**config.mk**
```make
export PLATFORM = sky130hd
export DESIGN_NAME = stopwatch_core_flat
export DESIGN_NICKNAME = d
export VERILOG_FILES = /design/src/rtl/stopwatch_core_if.sv /design/src/rtl/stopwatch_core.sv /design/src/flat_wrapper.sv
export SDC_FILE = /design/constraint.sdc
export NUM_CORES = 1
export LEC_CHECK = 0
export CAP_MARGIN = 5
export CORE_MARGIN = 2
export CORE_UTILIZATION = 30
export CTS_CLUSTER_DIAMETER = 150
export CTS_CLUSTER_SIZE = 28
export DETAILED_ROUTE_END_ITERATION = 16
export GPL_ROUTABILITY_DRIVEN = 1
export PLACE_DENSITY_LB_ADDON = 0.1
export SLEW_MARGIN = 20
export SYNTH_ARGS = -nofsm -noshare
export SYNTH_HDL_FRONTEND = slang
export SYNTH_SLANG_ARGS = --single-unit
export TNS_END_PERCENT = 50
```
**constraint.sdc**
```tcl
create_clock -name CLK_REF -period 5.43 [get_ports CLK_REF]
set_input_delay 1.3575 -clock CLK_REF [delete_from_list [all_inputs] [get_ports CLK_REF]]
set_output_delay 1.3575 -clock CLK_REF [all_outputs]
set_load 0.01 [all_outputs]
```
**src/rtl/stopwatch_core_if.sv**
```systemverilog
// Stopwatch core I/O bundle: divider levels, user controls in;
// BCD digits, run flag, blanking and rollover out.
interface stopwatch_core_if;
  logic       CLK_1HZ;
  logic       CLK_2HZ;
  logic       BTN_PAUSE;
  logic       ADJ;
  logic       SEL;
  logic [3:0] MIN_TENS;
  logic [3:0] MIN_ONES;
  logic [3:0] SEC_TENS;
  logic [3:0] SEC_ONES;
  logic       RUNNING;
  logic       BLANK_MIN;
  logic       BLANK_SEC;
  logic       ROLLOVER;

  modport master (
    output CLK_1HZ, CLK_2HZ, BTN_PAUSE, ADJ, SEL,
    input  MIN_TENS, MIN_ONES, SEC_TENS, SEC_ONES,
    input  RUNNING, BLANK_MIN, BLANK_SEC, ROLLOVER
  );

  modport slave (
    input  CLK_1HZ, CLK_2HZ, BTN_PAUSE, ADJ, SEL,
    output MIN_TENS, MIN_ONES, SEC_TENS, SEC_ONES,
    output RUNNING, BLANK_MIN, BLANK_SEC, ROLLOVER
  );
endinterface

```
**src/rtl/stopwatch_core.sv**
```systemverilog
// MM:SS BCD stopwatch: edge-detects divider levels into ticks,
// run/pause/adjust FSM, blink blanking. Ports: CLK_REF, CLK_RES, bus.
module stopwatch_core #(
  parameter int MAX_MIN = 99
) (
  input logic       CLK_REF,
  input logic       CLK_RES,
  stopwatch_core_if.slave bus
);

  localparam logic [1:0] PAUSED = 2'd0;
  localparam logic [1:0] RUN    = 2'd1;
  localparam logic [1:0] ADJUST = 2'd2;

  localparam logic [3:0] MAX_T = 4'(MAX_MIN / 10);
  localparam logic [3:0] MAX_O = 4'(MAX_MIN % 10);

  logic [1:0] state, state_nx;
  logic       hist_1hz, hist_2hz;
  logic       tick_1hz, tick_2hz;
  logic [3:0] min_tens, min_ones, sec_tens, sec_ones;
  logic [3:0] min_tens_nx, min_ones_nx, sec_tens_nx, sec_ones_nx;
  logic [3:0] min_inc_t, min_inc_o, sec_inc_t, sec_inc_o;
  logic       sec_max, min_max;
  logic       roll, roll_nx;

  assign tick_1hz = bus.CLK_1HZ & ~hist_1hz;
  assign tick_2hz = bus.CLK_2HZ & ~hist_2hz;

  assign sec_max = (sec_tens == 4'd5) && (sec_ones == 4'd9);
  assign min_max = (min_tens == MAX_T) && (min_ones == MAX_O);

  // Wrapping field increments, shared by run and adjust paths
  always_comb begin
    sec_inc_t = sec_tens;
    sec_inc_o = sec_ones + 4'd1;
    if (sec_max) begin
      sec_inc_t = 4'd0;
      sec_inc_o = 4'd0;
    end else if (sec_ones == 4'd9) begin
      sec_inc_t = sec_tens + 4'd1;
      sec_inc_o = 4'd0;
    end
  end

  always_comb begin
    min_inc_t = min_tens;
    min_inc_o = min_ones + 4'd1;
    if (min_max) begin
      min_inc_t = 4'd0;
      min_inc_o = 4'd0;
    end else if (min_ones == 4'd9) begin
      min_inc_t = min_tens + 4'd1;
      min_inc_o = 4'd0;
    end
  end

  always_comb begin
    state_nx    = state;
    min_tens_nx = min_tens;
    min_ones_nx = min_ones;
    sec_tens_nx = sec_tens;
    sec_ones_nx = sec_ones;
    roll_nx     = 1'b0;
    unique case (1'b1)
      (state == PAUSED): begin
        if (bus.ADJ)
          state_nx = ADJUST;
        else if (bus.BTN_PAUSE)
          state_nx = RUN;
      end
      (state == RUN): begin
        if (bus.ADJ) begin
          state_nx = ADJUST;
        end else begin
          if (tick_1hz) begin
            sec_tens_nx = sec_inc_t;
            sec_ones_nx = sec_inc_o;
            if (sec_max) begin
              min_tens_nx = min_inc_t;
              min_ones_nx = min_inc_o;
              roll_nx     = min_max;
            end
          end
          if (bus.BTN_PAUSE)
            state_nx = PAUSED;
        end
      end
      (state == ADJUST): begin
        if (tick_2hz) begin
          if (bus.SEL) begin
            sec_tens_nx = sec_inc_t;
            sec_ones_nx = sec_inc_o;
          end else begin
            min_tens_nx = min_inc_t;
            min_ones_nx = min_inc_o;
          end
        end
        if (!bus.ADJ)
          state_nx = PAUSED;
      end
      default: state_nx = PAUSED;
    endcase
  end

  // History regs reset high: a level already high at release is no edge
  always_ff @(posedge CLK_REF or posedge CLK_RES) begin
    if (CLK_RES) begin
      state    <= PAUSED;
      hist_1hz <= 1'b1;
      hist_2hz <= 1'b1;
      min_tens <= 4'd0;
      min_ones <= 4'd0;
      sec_tens <= 4'd0;
      sec_ones <= 4'd0;
      roll     <= 1'b0;
    end else begin
      state    <= state_nx;
      hist_1hz <= bus.CLK_1HZ;
      hist_2hz <= bus.CLK_2HZ;
      min_tens <= min_tens_nx;
      min_ones <= min_ones_nx;
      sec_tens <= sec_tens_nx;
      sec_ones <= sec_ones_nx;
      roll     <= roll_nx;
    end
  end

  assign bus.MIN_TENS  = min_tens;
  assign bus.MIN_ONES  = min_ones;
  assign bus.SEC_TENS  = sec_tens;
  assign bus.SEC_ONES  = sec_ones;
  assign bus.RUNNING   = (state == RUN);
  assign bus.ROLLOVER  = roll;
  assign bus.BLANK_MIN = (state == ADJUST) & ~bus.SEL & bus.CLK_2HZ;
  assign bus.BLANK_SEC = (state == ADJUST) & bus.SEL & bus.CLK_2HZ;

  a_legal: assert property (
    @(posedge CLK_REF) disable iff (CLK_RES)
      sec_tens <= 4'd5 && sec_ones <= 4'd9 && min_ones <= 4'd9 &&
      (int'(min_tens) * 10 + int'(min_ones)) <= MAX_MIN
  );

endmodule

```
**src/flat_wrapper.sv**
```systemverilog
// flat-port wrapper written by rule: the top's interface ports become plain ports
module stopwatch_core_flat 
#(
  parameter int MAX_MIN = 99
)
  (CLK_REF, CLK_RES, bus_CLK_1HZ, bus_CLK_2HZ, bus_BTN_PAUSE, bus_ADJ, bus_SEL, bus_MIN_TENS, bus_MIN_ONES, bus_SEC_TENS, bus_SEC_ONES, bus_RUNNING, bus_BLANK_MIN, bus_BLANK_SEC, bus_ROLLOVER);
  stopwatch_core_if bus_i ();
  input logic CLK_REF;
  input logic CLK_RES;
  input wire logic [$bits(bus_i.CLK_1HZ)-1:0] bus_CLK_1HZ;
  input wire logic [$bits(bus_i.CLK_2HZ)-1:0] bus_CLK_2HZ;
  input wire logic [$bits(bus_i.BTN_PAUSE)-1:0] bus_BTN_PAUSE;
  input wire logic [$bits(bus_i.ADJ)-1:0] bus_ADJ;
  input wire logic [$bits(bus_i.SEL)-1:0] bus_SEL;
  output wire logic [$bits(bus_i.MIN_TENS)-1:0] bus_MIN_TENS;
  output wire logic [$bits(bus_i.MIN_ONES)-1:0] bus_MIN_ONES;
  output wire logic [$bits(bus_i.SEC_TENS)-1:0] bus_SEC_TENS;
  output wire logic [$bits(bus_i.SEC_ONES)-1:0] bus_SEC_ONES;
  output wire logic [$bits(bus_i.RUNNING)-1:0] bus_RUNNING;
  output wire logic [$bits(bus_i.BLANK_MIN)-1:0] bus_BLANK_MIN;
  output wire logic [$bits(bus_i.BLANK_SEC)-1:0] bus_BLANK_SEC;
  output wire logic [$bits(bus_i.ROLLOVER)-1:0] bus_ROLLOVER;
  assign bus_i.CLK_1HZ = bus_CLK_1HZ;
  assign bus_i.CLK_2HZ = bus_CLK_2HZ;
  assign bus_i.BTN_PAUSE = bus_BTN_PAUSE;
  assign bus_i.ADJ = bus_ADJ;
  assign bus_i.SEL = bus_SEL;
  assign bus_MIN_TENS = bus_i.MIN_TENS;
  assign bus_MIN_ONES = bus_i.MIN_ONES;
  assign bus_SEC_TENS = bus_i.SEC_TENS;
  assign bus_SEC_ONES = bus_i.SEC_ONES;
  assign bus_RUNNING = bus_i.RUNNING;
  assign bus_BLANK_MIN = bus_i.BLANK_MIN;
  assign bus_BLANK_SEC = bus_i.BLANK_SEC;
  assign bus_ROLLOVER = bus_i.ROLLOVER;
  stopwatch_core #(.MAX_MIN(MAX_MIN)) u_core (.CLK_REF(CLK_REF), .CLK_RES(CLK_RES), .bus(bus_i));
endmodule
```
==> run_results.csv, run 1 <==
group,metric,value,unit
sta,slew_violations,0,
setup_path,cp.arrival,2.62,ns
sta,period_needed,3.981,ns
synthesis,ys_ff_latch,21,
global_route,grt_pass1_wl,4692,um
setup_path,crit_fanout,5,
synthesis,ys_async_sr_fraction,100.0,%
routing,firstDrtPassIters,4,
placed_design,hpwl,2064,um
pwr,combPwrFrac,50.8,%
sta,worst_slew_pin_slew,0.9081,ns
routing,drc_errors,0,
synthesis,synth_edf_count,0,
clock_tree,holdBufCountCts,0,
routing,wl_per_cell,13.32,um
clock_tree,htreeDepth,1,
global_route,globalRouteOverflowTotal,0,
setup_path,crit_type,"in2out",
routing,drt_iter0_markers,40,
global_route,track_usage,11.96,%
sta,holdWs,0.5387,ns
layout,antenna_cells,0,
sta,slew_headroom,38.90,%
layout,multi_input_area,724.4,um^2
clock_tree,cts.sinks,21,
sta,fin_tns_setup,0,ns
clock_tree,post-cts-setup-buffers,0,
placed_design,placedInstanceArea,1609,um^2
routing,vias_per_cell,5.049,
synthesis,synth_seq_area_share,40.58,%
sta,timing_hold_violations_final,0,
synthesis,synth_area,1301,um^2
setup_path,cp_top_family,"buffers and inverters",
hold_path,min_path_type,"reg2reg",
status,status,"completed",
setup_path,path_buf_inv,2,
pwr,seq_power_share,35.9,%
clock_tree,clk_pin_slew,0.07,ns
synthesis,synth_area_per_cell,10.25,um^2
placed_design,routabilityCongestion,0.7394,
sta,period_share,73.32,%
setup_path,critical_path.slowest_cell,"clkdlybuf4s50_1",
clock_tree,clock-root-buffer,"clkbuf_8",
setup_path,start_kind,"input pin",
floorplanning,start_util,31.84,%
sta,finClkSkew,0.004292,ns
clock_tree,cts_tree,"done",
clock_tree,clk_latency,0.26,ns
pwr,ir_worst_vdd,0.2589,mV
synthesis,yosys_warnings,0,
placed_design,io_buffers,26,
sta,setup-violations-final,0,
layout,ff_latch_area,528.0,um^2
layout,area_growth,27.21,%
layout,drive_gt1_share,12.90,%
setup_path,max_stage_delay,0.54,ns
setup_path,path_common_cell,"clkdlybuf4s50_1",
sta,fmax,251.2,MHz
sta,rsz0062_at_grt,"false",
routing,ant_nets,0,
synthesis,synth_cell_types,43,
layout,nets,174,
setup_path,cp-startpoint,"bus_CLK_2HZ",
layout,n_fill_cell,420,
pwr,p_sw,0.3207,mW
clock_tree,clk_path_buf_depth,2,
clock_tree,ctsResizeCount,0,
setup_path,worstPathRequired,4.07,ns
global_route,grt_pass1_vias,962,
pwr,leakage,0.6907,nW
run,maxCapViolations,0,
hold_path,hp-start,"u_core.state[1]$_DFFE_PP0P_",
layout,fin_area,1655,um^2
floorplanning,coreArea,4086,um^2
routing,vias,1035,
floorplanning,rows,23,
synthesis,syn_inst,127,
layout,fin_util,40.51,%
pwr,power_density,471.3,nW/um^2
pwr,internal_power,0.4595,mW
setup_path,worstPathCellList,"clkdlybuf4s50_1 -> and3_2 -> clkdlybuf4s50_1",
pwr,swShare,41.10,%
setup_path,worstSetupEndpointType,"primary output",
global_route,grt_max_degree,22,
floorplanning,chipWidth,69.86,um
floorplanning,dieArea,4880,um^2
setup_path,regToRegStartpoint,"u_core.bus.MIN_ONES[1]$_DFFE_PP0P_",
global_route,antenna_found_initial,0,
floorplanning,ios,27,
pwr,clock_power_share,13.3,%
routing,finalWirelength,2731,um
floorplanning,die_height,69.86,um
clock_tree,numCtsBuffers,3,
synthesis,synth_ff_type,"dfrtp_1",
synthesis,synth_fp_nets,145,
-- metal layers --
metal / track usage (%) / wire, um / vias up
li1: - / - / 515
met1: 16.58 / 1365 / 495
met2: 17.57 / 1197 / 23
met3: 3.896 / 143 / 2
met4: 3.846 / 24 / 0
met5: 0 / 0 / -
-- sequential cells by signal (all words and copies together) (netlist names) --
name and count:
u_core.bus.ROLLOVER 1, u_core.bus.MIN_ONES 4, u_core.state 2, u_core.bus.SEC_ONES 4, u_core.bus.MIN_TENS 4, u_core.hist_2hz 1
u_core.hist_1hz 1, u_core.bus.SEC_TENS 4
-- worst register-to-register path, delay by kind of cell (launching register included) --
family                   cells  cell delay (ns)
adder cells (fa/ha/maj)      1             0.18
buffers and inverters        1             0.08
flip-flops                   1             0.43
multiplexers                 1             0.30
AND/OR/NAND/NOR              3             0.96
-- cell usage in the layout, fill, tap and decap left out, types with 2 or more instances in the layout --
cell type	Yosys	final
ha_1	11	11
clkbuf_8	0	3
dfstp_2	2	2
nand3_1	4	4
nand2b_1	3	3
nor2b_1	3	3
o31ai_1	3	3
o211ai_1	2	2
and3b_1	2	2
mux2_2	7	7
clkdlybuf4s50_1	0	26
o2bb2ai_1	2	2
and3_1	2	2
inv_1	9	9
nor2_1	14	14
o41ai_1	2	2
nand2_1	9	9
o21ai_0	5	5
nand3b_1	3	3
dfrtp_1	19	19
-- synth_stat cells, drive strengths merged, types with 2 or more instances --
cell     number  area [um^2]
o2bb2ai       2        17.52
dfrtp        19        475.5
o211ai        2        15.01
o31ai         4        35.03
nor3b         2        20.02
nand2        10        40.04
and3          3        20.02
or3b          2        20.02
nand3         4        20.02
ha           11        137.6
nor2b         3        18.77
inv           9        33.78
and3b         2        17.52
o41ai         2        17.52
nor2         14        52.55
o21ai         5        25.02
mux2          8        90.09
nand3b        3        22.52
nand2b        3        18.77
dfstp         2        52.55
-- metrics by stage --
step                power (mW)  instances  worst slack, ns
floorplan               0.5318        127            2.505
detailed placement      0.6847        201            1.442
global placement        0.6739        201            1.486
finish                  0.7802        205            1.449
global route            0.8555        205            1.342
CTS                     0.7940        205            1.435
-- final timing paths --
| check | endpoint | slack, ns | cells after the start |
|---|---|---|---|
| max | bus_BLANK_SEC | 1.45 | 3 |
| max reg2reg | u_core.bus.MIN_TENS[2]$_DFFE_PP0P_ | 3.37 | 6 |
| min | u_core.state[1]$_DFFE_PP0P_ | 0.54 | 2 |
| max in group asynchronous | u_core.state[1]$_DFFE_PP0P_ | 3.37 | 2 |
| min in group asynchronous | u_core.bus.MIN_TENS[0]$_DFFE_PP0P_ | 1.55 | 2 |
| min reg2reg | u_core.state[1]$_DFFE_PP0P_ | 0.54 | 2 |
-- cells by family (layout without fill, tap and decap cells) --
group                      Yosys count  in the layout  synth area share [%]
DFF                                 21             21                 40.58
AOI/OAI and AO/OA                   24             24                 15.39
adders and majority gates           11             11                 10.58
buffers and inverters               11             39                 3.749
and+or+nand+nor                     51             51                 22.02
muxes                                9              9                 7.693
-- area by class of cell --
type | instances | share of cell area [%]
multi-input cells | 95 | 43.76
repair buffers | 26 | 15.72
well taps | 50 | 3.779
inverters | 9 | 2.041
flip-flops and latches | 21 | 31.90
clock inverters | 1 | 0.3023
clock buffers | 3 | 2.494
-- power by group through the flow --
stage	Sequential (mW)	Clock [mW]	Combinational [mW]
after floorplan	0.286	0	0.246
after global placement	0.279	0	0.395
after detailed placement	0.282	0	0.403
after CTS	0.280	0.110	0.404
after global routing	0.291	0.118	0.447
final	0.280	0.104	0.397
Note: power is estimated with default switching activity, not from simulation.
==> inputs of run 2 (changes only) <==
- clock period: 5.43 -> 3.7 ns (I/O delays scaled with it)
==> run_results.csv, run 2 (same netlist as run 1, synthesis figures left out) <==
group,metric,value,unit
clock_tree,post-cts-setup-buffers,0,
routing,ant_nets,0,
setup_path,worstReg2RegEnd,"u_core.bus.MIN_ONES[2]$_DFFE_PP0P_",
pwr,power_density,693.1,nW/um^2
setup_path,cp_top_family,"buffers and inverters",
floorplanning,coreArea,4086,um^2
setup_path,start_kind,"input pin",
setup_path,worst-path-stages,3,
sta,slew_headroom,43.34,%
setup_path,crit_fanout,5,
setup_path,path_buf_inv,2,
layout,fin_area,1658,um^2
clock_tree,cts.sinks,21,
setup_path,worstPathRequired,2.77,ns
placed_design,routabilityCongestion,0.7399,
routing,vias,1033,
placed_design,placedInstanceArea,1609,um^2
floorplanning,chipWidth,69.86,um
sta,worst_slew_pin_slew,0.8489,ns
sta,period_share,83.86,%
clock_tree,clock-root-buffer,"clkbuf_8",
clock_tree,htreeDepth,1,
global_route,grt_use_met1,16.80,%
routing,drt_iter0_markers,19,
hold_path,hp-start,"u_core.state[1]$_DFFE_PP0P_",
clock_tree,cts_tree,"done",
setup_path,cp-endpoint,"bus_BLANK_SEC",
global_route,met2_usage,19.37,%
setup_path,worstPathCellList,"clkdlybuf4s50_1 -> and3_2 -> clkdlybuf4s50_1",
layout,mostFrequentLayoutCells,"clkdlybuf4s50_1 (26), dfrtp_1 (19), nor2_1 (14), ha_1 (11)",
global_route,grt_max_degree,22,
setup_path,reg2reg_slack,1.71,ns
placed_design,io_buffers,26,
setup_path,worstSetupEndpointType,"primary output",
floorplanning,ios,27,
sta,holdWs,0.5425,ns
global_route,top_usage_layer,"met2",
pwr,clock_power_share,13.5,%
routing,finalWirelength,2732,um
run,maxCapViolations,0,
setup_path,worst_r2r_path_depth,6,
layout,area_growth,27.40,%
pwr,swShare,41.23,%
sta,setup-violations-final,0,
clock_tree,ctsResizeCount,0,
pwr,seq_power_share,35.6,%
routing,drc_errors,0,
pwr,ir_worst_vdd,0.3922,mV
setup_path,path_common_cell,"clkdlybuf4s50_1",
floorplanning,start_util,31.84,%
layout,n_fill_cell,417,
global_route,track_usage,12.36,%
pwr,leakage,0.6870,nW
layout,final_common_cell,"clkdlybuf4s50_1",
pwr,internal_power,0.6753,mW
layout,nets,174,
layout,drive_gt1_share,12.90,%
layout,antenna_cells,0,
setup_path,cp.arrival,2.18,ns
pwr,combPwrFrac,50.9,%
global_route,globalRouteOverflowTotal,0,
sta,rsz0062_at_grt,"false",
global_route,antenna_found_initial,0,
setup_path,cp-startpoint,"bus_CLK_2HZ",
sta,fmax,322.3,MHz
placed_design,hpwl,2064,um
clock_tree,numCtsBuffers,3,
sta,timing_hold_violations_final,0,
sta,period_needed,3.103,ns
clock_tree,holdBufCountCts,0,
clock_tree,clk_pin_slew,0.07,ns
sta,fin_tns_setup,0,ns
global_route,use_met3,3.463,%
global_route,grt_pass1_wl,4933,um
sta,timing.final.ws_setup,0.5972,ns
routing,firstDrtPassIters,4,
sta,slew_violations,0,
setup_path,max_stage_delay,0.54,ns
placed_design,place_ws,0.5853,ns
status,status,"completed",
setup_path,crit_type,"in2out",
floorplanning,rows,23,
routing,wl_per_cell,13.33,um
pwr,p_sw,0.4738,mW
setup_path,regToRegStartpoint,"u_core.state[0]$_DFFE_PP0P_",
floorplanning,dieArea,4880,um^2
hold_path,min_path_type,"reg2reg",
setup_path,critical_path.slowest_cell,"clkdlybuf4s50_1",
clock_tree,clk_latency,0.26,ns
routing,vias_per_cell,5.039,
global_route,grt_pass1_vias,1039,
sta,finClkSkew,0.009012,ns
pwr,fin_total_pwr,1.149,mW
clock_tree,clk_path_buf_depth,2,
floorplanning,die_height,69.86,um
==> run 2: cell count changes in the layout (fill, tap and decap cells not counted) <==
| cell | before | now |
|---|---|---|
| clkinvlp_4 | 0 | 1 |
| clkinv_2 | 1 | 0 |
==> run 2: per-layer routing <==
| layer | vias up | share of wire [%] |
|---|---|---|
| met3 | 2 | 4.2 |
| met2 | 21 | 46 |
| met4 | 0 | 0.88 |
| li1 | 513 | - |
| met1 | 497 | 49 |
| met5 | - | 0 |
==> run 2: area by class of cell <==
cell class | instances | area (um^2) | area share, %
timing repair buffer | 26 | 260.3 | 15.70
multi-input combinational | 95 | 724.4 | 43.70
inverter | 9 | 33.78 | 2.038
tap | 50 | 62.56 | 3.774
clock inverter | 1 | 7.507 | 0.4528
sequential | 21 | 528.0 | 31.85
clock buffer | 3 | 41.29 | 2.491
==> run 2: power by group through the flow <==
| stage | Combinational (mW) | Sequential [mW] | Clock, mW |
|---|---|---|---|
| after CTS | 0.594 | 0.409 | 0.167 |
| after floorplan | 0.361 | 0.420 | 0 |
| after global routing | 0.660 | 0.426 | 0.177 |
| after detailed placement | 0.592 | 0.412 | 0 |
| after global placement | 0.580 | 0.409 | 0 |
| final | 0.585 | 0.409 | 0.155 |
==> run 2: how the worst min path moves through the flow <==
stage	endpoint	slack, ns	cells after the start
after detailed placement	u_core.state[1]$_DFFE_PP0P_	0.53	2
after CTS	u_core.state[1]$_DFFE_PP0P_	0.55	2
after floorplan	u_core.state[1]$_DFFE_PP0P_	0.47	2
after global routing	u_core.state[1]$_DFFE_PP0P_	0.59	2
after global placement	u_core.state[1]$_DFFE_PP0P_	0.51	2
final	u_core.state[1]$_DFFE_PP0P_	0.54	2
==> run 2: worst min-delay path, stage by stage (launching register included) <==
cell,delay [ns]
dfrtp_1,0.38
nand2_1,0.06
o21ai_0,0.06
==> run 2: per-stage QoR <==
step	std cells	utilization, %
2_1_floorplan	127	-
5_1_grt	205	40.57
3_5_place_dp	201	39.38
6_report	205	40.57
4_1_cts	205	40.57
3_3_place_gp	201	39.38
==> RTL change 1 (config.mk and constraints of run 2) <==
`MAX_MIN` is set to 99 in 2 places; all go to 49.
--- a/src/rtl/stopwatch_core.sv
+++ b/src/rtl/stopwatch_core.sv
@@ -3,3 +3,3 @@
 module stopwatch_core #(
-  parameter int MAX_MIN = 99
+  parameter int MAX_MIN = 49
 ) (
--- a/src/flat_wrapper.sv
+++ b/src/flat_wrapper.sv
@@ -3,3 +3,3 @@
 #(
-  parameter int MAX_MIN = 99
+  parameter int MAX_MIN = 49
 )
Formal check against the unedited RTL: same outputs for any inputs over 10 cycles, from zero or initial values; that may be too few to reach the edited logic, so the function may still have changed.
==> RTL change 1 against run 2 <==
- global-route usage down 0.095 points
- sequential share of layout area is 0.26 points lower
- area after synthesis up 0.48%
- via count up 0.68%
- critical path depth is the same
- design area up 0.83%
- die area up 0.44%
- setup slack got worse by 6.4 ps
- wire length is 6.0% higher
- combinational power is 20% higher
- sequential cell count is the same
- power increased by 13%
- final cell count rose by 0.49%
- largest cell class unchanged
- highest routed layer unchanged
==> RTL change 1: results (changes against run 2) <==
Routing
  • Per-cell routed wire length: 14.1 um (was 13.3 um)
  • Initial DRC Count: 27 (was 19)
  • Routed wl met3: 105 um (was 116 um)
  • Final wirelength: 2900 um (was 2730 um)
  • Vias per cell: 5.05 (was 5.04)
  • Met1 Routed Length: 1370 um (was 1330 um)
  • Metal2 WL: 1410 um (was 1260 um)

Global route
  • Met2 Track Usage GR: 20.2% (was 19.4%)
  • Met3 usage: 1.88% (was 3.46%)
  • Total track usage: 12.3% (was 12.4%)
  • Vias in the first global route: 1028 (was 1039)
  • First-pass GRT wire length: 4840 um (was 4930 um)
  • Met1 usage: 16.5% (was 16.8%)

Placed design
  • DP HPWL: 2190 um (was 2060 um)
  • Post-Place Worst Slack: 563 ps (was 585 ps)
  • Placed cell count: 202 (was 201)

Pwr
  • Pint: 749 uW (was 675 uW)
  • VDD IR max: 0.268 mV (was 0.392 mV)
  • Pleak: 0.000703 uW (was 0.000687 uW)
  • Reg power frac: 34.5% (was 35.6%)

Critical path
  • Worst reg2reg setup slack: 1520 ps (was 1710 ps)

Synthesis
  • Seq/Total Area, Yosys: 40.4% (was 40.6%)
  • Compound-Gate Fraction of Synth Area: 17.6% (was 15.4%)
  • Adder-Cell Fraction of Synth Area: 10.5% (was 10.6%)
  • Most frequent cells after synthesis: dfrtp_1 (19), inv_1 (12), ha_1 (11), nor2_1 (8), nand2_1 (7) (was dfrtp_1 (19), nor2_1 (14), ha_1 (11), inv_1 (9), nand2_1 (9))
  • Largest cells by area after synthesis: dfrtp_1 (36%), ha_1 (11%), mux2_1 (5.2%), dfstp_2 (4.0%), inv_1 (3.4%) (was dfrtp_1 (37%), ha_1 (11%), mux2_2 (6.1%), dfstp_2 (4.0%), nor2_1 (4.0%))
  • Post-synthesis net count: 144 (was 145)

Hold path
  • WHS Path Cells: 1 (was 2)
  • Hold EP: u_core.bus.MIN_TENS[3] (was u_core.state[1])

Layout
  • Share of cells above drive strength 1: 8.44% (was 12.9%)

Outcome
  • Outcome: finished clean (unchanged)

STA
  • Max-slew headroom: 45.3% (was 43.3%)
  • Clk_skew: 3.14 ps (was 9.01 ps)
RTL change 1: per-stage QoR:
| step | cell area [sq um] | hold slack (ps) |
|---|---|---|
| 4_1_cts | 1670 | 569 |
| 3_5_place_dp | 1630 | 551 |
| 6_report | 1670 | 569 |
| 2_1_floorplan | 1310 | 517 |
| 5_1_grt | 1670 | 590 |
| 3_3_place_gp | 1630 | 532 |
RTL change 1: layout make-up:
| class | count | area, sq um |
|---|---|---|
| Multi-Input combinational cell | 91 | 727 |
| Timing Repair Buffer | 26 | 260 |
| Tap cell | 52 | 65.1 |
| Clock buffer | 3 | 41.3 |
| Sequential cell | 21 | 528 |
| Clock inverter | 1 | 5.00 |
| Inverter | 12 | 45.0 |
| Fill cell | 439 | 2590 |
RTL change 1: logic make-up after synthesis:
| family | Yosys count |
|---|---|
| AO/OA/AOI/OAI | 27 |
| adder cells (fa/ha/maj) | 11 |
| buffers and inverters | 14 |
| flip-flops | 21 |
| multiplexers | 8 |
| AND/OR/NAND/NOR | 45 |
RTL change 1: worst max path at each step:
stage	slack, ps	start	end	depth (start not counted)
6_report	590	bus_CLK_2HZ	bus_BLANK_SEC	3
5_1_grt	500	bus_CLK_2HZ	bus_BLANK_MIN	4
4_1_cts	570	bus_CLK_2HZ	bus_BLANK_MIN	4
3_5_place_dp	560	bus_CLK_2HZ	bus_BLANK_MIN	4
3_3_place_gp	610	bus_CLK_2HZ	bus_BLANK_SEC	3
2_1_floorplan	1410	bus_SEL	u_core.bus.MIN_ONES[2]	5
RTL change 1: worst register-to-register path: cells and delay by family (launching register included):
kind / cells / cell delay (ps)
compound gates: 1 / 260
fa+ha+maj: 1 / 360
buf+inv: 1 / 100
flops: 1 / 400
mux: 1 / 340
simple gates: 2 / 610
